--- config.mk ---
export PLATFORM = sky130hd
export DESIGN_NAME = pc_sequencer
export DESIGN_NICKNAME = d
export VERILOG_FILES = /design/src/rtl/pc_sequencer.sv
export SDC_FILE = /design/constraint.sdc
export NUM_CORES = 1
export LEC_CHECK = 0
export ABC_CLOCK_PERIOD_IN_PS = 2460
export BUFFER_PORTS_ARGS = -buffer_cell sky130_fd_sc_hd__buf_2
export CORE_MARGIN = 2
export CORE_UTILIZATION = 35
export CTS_BUF_LIST = sky130_fd_sc_hd__clkbuf_8
export DETAILED_ROUTE_END_ITERATION = 10
export PLACE_DENSITY = 0.77
export SYNTH_ARGS = -nofsm -noshare
export SYNTH_HDL_FRONTEND = slang
export SYNTH_SLANG_ARGS = --single-unit
--- constraint.sdc ---
create_clock -name clk -period 2.46 [get_ports clk]
set_input_delay 0 -clock clk [delete_from_list [all_inputs] [get_ports clk]]
set_output_delay 0 -clock clk [all_outputs]
set_load 0.005 [all_outputs]
--- src/rtl/pc_sequencer.sv ---
`default_nettype none
// ============================================================================
// Module   : pc_sequencer
// Purpose  : Program-counter register and fetch sequencer. It arbitrates
//            branch redirects, stalls and halt, and presents a valid/ready
//            fetch request to instruction memory.
// Options  : PC_INCR_CHECK_EN enables a sticky incrementer-mismatch check.
// Revision : 1.0 - initial release
// ============================================================================
module pc_sequencer #(
    parameter int               WIDTH     = 32,
    parameter logic [WIDTH-1:0] RESET_VEC = '0,
    parameter int               INCR_STEP = 1
) (
    input  logic             clk,
    input  logic             rst,
    output logic [WIDTH-1:0] pc,
    input  logic [WIDTH-1:0] incr_in,
    output logic             fetch_valid,
    input  logic             fetch_ready,
    input  logic             stall,
    input  logic             branch_en,
    input  logic [WIDTH-1:0] branch_target,
    input  logic             halt,
    output logic             halted,
    output logic             incr_err
);

    typedef enum logic [1:0] {
        ST_IDLE     = 2'd0,
        ST_FETCH    = 2'd1,
        ST_REDIRECT = 2'd2,
        ST_HALT     = 2'd3
    } state_t;

    state_t           r_state;
    state_t           w_stateNext;
    logic [WIDTH-1:0] r_pc;
    logic [WIDTH-1:0] w_pcNext;
    logic             r_fetchValid;
    logic             w_fetchValidNext;
    logic             r_halted;
    logic             w_haltedNext;
    logic             w_accept;

    always_ff @(posedge clk) begin
        if (rst) begin
            r_state      <= ST_IDLE;
            r_pc         <= RESET_VEC;
            r_fetchValid <= 1'b0;
            r_halted     <= 1'b0;
        end else begin
            r_state      <= w_stateNext;
            r_pc         <= w_pcNext;
            r_fetchValid <= w_fetchValidNext;
            r_halted     <= w_haltedNext;
        end
    end

    // Arbitration order within every non-HALT state: halt > branch > stall > advance.
    always_comb begin
        w_stateNext      = r_state;
        w_pcNext         = r_pc;
        w_fetchValidNext = r_fetchValid;
        w_haltedNext     = r_halted;
        w_accept         = 1'b0;

        case (r_state)
            ST_IDLE: begin
                if (halt) begin
                    w_stateNext      = ST_HALT;
                    w_fetchValidNext = 1'b0;
                    w_haltedNext     = 1'b1;
                end else if (branch_en) begin
                    w_stateNext      = ST_REDIRECT;
                    w_pcNext         = branch_target;
                    w_fetchValidNext = 1'b0;
                end else begin
                    w_stateNext      = ST_FETCH;
                    w_fetchValidNext = !stall;
                end
            end

            ST_FETCH: begin
                if (halt) begin
                    w_stateNext      = ST_HALT;
                    w_fetchValidNext = 1'b0;
                    w_haltedNext     = 1'b1;
                end else if (branch_en) begin
                    w_stateNext      = ST_REDIRECT;
                    w_pcNext         = branch_target;
                    w_fetchValidNext = 1'b0;
                end else if (stall) begin
                    w_fetchValidNext = 1'b0;
                end else if (r_fetchValid && fetch_ready) begin
                    w_pcNext         = incr_in;
                    w_fetchValidNext = 1'b1;
                    w_accept         = 1'b1;
                end else begin
                    // Unaccepted or re-armed request stays stable at the same pc.
                    w_fetchValidNext = 1'b1;
                end
            end

            ST_REDIRECT: begin
                if (halt) begin
                    w_stateNext      = ST_HALT;
                    w_fetchValidNext = 1'b0;
                    w_haltedNext     = 1'b1;
                end else if (branch_en) begin
                    w_pcNext         = branch_target;
                    w_fetchValidNext = 1'b0;
                end else if (stall) begin
                    w_fetchValidNext = 1'b0;
                end else begin
                    w_stateNext      = ST_FETCH;
                    w_fetchValidNext = 1'b1;
                end
            end

            ST_HALT: begin
                w_fetchValidNext = 1'b0;
                w_haltedNext     = 1'b1;
            end

            default: begin
                w_stateNext      = ST_IDLE;
                w_fetchValidNext = 1'b0;
            end
        endcase
    end

    assign pc          = r_pc;
    assign fetch_valid = r_fetchValid;
    assign halted      = r_halted;

`ifdef PC_INCR_CHECK_EN
    localparam logic [WIDTH-1:0] c_STEP = WIDTH'(INCR_STEP);

    logic r_incrErr;

    // Observational only: pc has already loaded incr_in regardless of outcome.
    always_ff @(posedge clk) begin
        if (rst) begin
            r_incrErr <= 1'b0;
        end else if (w_accept && (incr_in != (r_pc + c_STEP))) begin
            r_incrErr <= 1'b1;
        end
    end

    assign incr_err = r_incrErr;
`else
    assign incr_err = 1'b0;
`endif

endmodule
`default_nettype wire

==> flow_summary.yaml <==
timing:
  final.period_utilization_pct: 88.2
  period_minus_slack_ns: 2.17
  clock.fmax_mhz: 461
  clock_skew_ns: 0.00515
  rsz0062_at_grt: "false"
  hold_violations: 0
  setup-tns-final_ns: 0
  worstMarginPinSlew_ns: 1.00
  slew_headroom_pct: 33.3
  setup_viol_count_final: 0
  setup_slack_ns: 0.290
  holdWs_ns: 0.0375
  slew_violations: 0
layout:
  mostFrequentLayoutCells: "buf_2 (103), a21oi_1 (37), dfxtp_1 (36)"
  layout_commonest_cell: "buf_2"
  layout-drive-gt1-share_pct: 43.0
  areaGrowthSynthToFinish_pct: 37.4
  final_nets: 358
  diodes: 0
  stdcell_count: 354
route:
  postRouteWirelength_um: 4670
  dr.first_iter.drc_count: 79
  num_vias: 1813
  wl_per_cell_um: 13.2
  drtAntennaViolNets: 0
  drt-pass1-iter-count: 4
  drc_errors: 0
  via_per_inst: 5.12
floorplan:
  pin_count: 105
  die-area_mm2: 0.00579
  dieHeight_um: 76.1
  core_mm2: 0.00507
  dieWidth_um: 76.1
  rows: 26
  start_util_pct: 35.9
logic_synthesis:
  ys_warn_count: 0
  syn_inst: 185
  avgSynthCellArea_um2: 9.84
  netlist_area_mm2: 0.00182
  synth_area_leaders: "dfxtp_1 (40%), mux2i_1 (18%), a311oi_1 (15%), a21oi_1 (10%), ha_1 (3.4%)"
  syn_nets: 260
  seq_area_frac_synth_pct: 39.6
  synth-seq-cells: 36
  yosys.area.top_type: "dfxtp_1"
  synth_top_area_share_pct: 39.6
  ys_types: 22
clock_network:
  cts_resized: 0
  cts_buffer_depth: 2
  clock_latency_ns: 0.28
  cts_max_level: 2
  cts_setup_buffers: 0
  cts_hold_buf: 0
  clkTransAtPathRegs_ns: 0.08
  cts_tree: "built"
  cts_made_buffers: 5
  clock-sinks: 36
  root_buffer: "clkbuf_8"
worst_setup_path:
  critPathKind: "reg -> reg"
  cp-start-kind: "register"
  worst-endpoint-required_ns: 2.65
  cp.arrival_ns: 2.36
  critPathMaxFanout: 20
  critPathCaptureType: "register"
  reg2reg_depth: 6
global_route:
  grt_usage_pct: 15.4
  antenna_found_initial: 0
  grt_max_degree: 41
  grt_pass1_vias: 1677
  grt_pass1_wl_um: 7510
  grt-ovfl-total: 0
power:
  peakVddDrop_mv: 0.402
  p_leak_nw: 1.10
  p_per_area_mw_per_mm2: 983
run_status:
  run_status: "finished clean"
hold_path:
  hold_path_class: "in -> reg"
  whs_path_depth: 3
placement:
  dp_hpwl_um: 3220
  place.gp.congestion: 0.724
  numPortBuffers: 103
  place_ws_ns: 0.0908
  placedCellCount: 345
run:
  drv_cap: 0
==> through the flow <==
stage / area, um2 / util (%) / total power [W]
CTS: 2490 / 49.1 / 0.00245
finish: 2500 / 49.3 / 0.00246
global route: 2500 / 49.3 / 0.00265
floorplan: 1820 / - / 0.00162
global placement: 2400 / 47.3 / 0.00197
detailed placement: 2400 / 47.3 / 0.00200
==> report_power, final <==
part           switching (W)  internal [W]  leakage (nW)
Sequential         0.0000905      0.000746         0.297
Clock               0.000207      0.000224        0.0486
Combinational       0.000657      0.000533         0.751
Total               0.000955       0.00150          1.10
==> area by class of cell <==
cell class,instances,area [um2]
clock buffer,6,82.6
clock inverter,2,11.3
fill,506,2570
inverter,3,11.3
multi-input combinational,126,1010
sequential,36,721
tap,70,87.6
timing repair buffer,111,576
==> path summary, 6_finish.rpt <==
kind	startpoint	slack, ns	end
setup / recovery	r_state[1]	0.29	pc[7]
hold / removal	stall	0.04	fetch_valid
setup reg to reg	r_state[1]	0.29	pc[7]
hold reg to reg	halted	0.49	halted
==> layer usage <==
| metal | share of wire, % | track usage [%] |
|---|---|---|
| met4 | 0.96 | 4.36 |
| met5 | 0 | 0 |
| met1 | 45 | 18.3 |
| met3 | 4.6 | 3.67 |
| met2 | 49 | 27.7 |
==> sequential cells by signal (all words and copies together) (netlist names) <==
name,cells
halted,1
pc,32
fetch_valid,1
r_state,2
==> cell families (layout without fill, tap and decap cells) <==
logic type | count (synthesis) | in the layout | synth area share (%)
buf+inv | 24 | 122 | 6.05
mux | 32 | 32 | 17.6
flops | 36 | 36 | 39.6
compound gates | 77 | 78 | 30.0
fa+ha+maj | 5 | 5 | 3.44
other cells | 1 | 1 | 0.206
simple gates | 10 | 10 | 3.09
==> cells in the mapped netlist <==
cell type,instances
a21oi_2,1
nand2_1,1
a21oi_1,37
ha_1,5
o21a_1,1
nor3_1,4
buf_4,4
clkbuf_1,12
a2111o_1,2
o41ai_4,1
a311oi_1,32
nor2_1,1
conb_1,1
mux2i_1,32
buf_1,1
dfxtp_1,36
nand2b_1,2
buf_2,4
nor4_1,1
o21ai_0,3
inv_1,3
nor3_2,1
==> critical path, cell delays in order (launching register included) <==
cell and delay [ns]:
dfxtp_1 0.38, inv_1 0.09, ha_1 0.19, nand2b_1 0.21, a21oi_2 0.82, a21oi_1 0.13
a311oi_1 0.26
(Power assumes the default switching activity.)
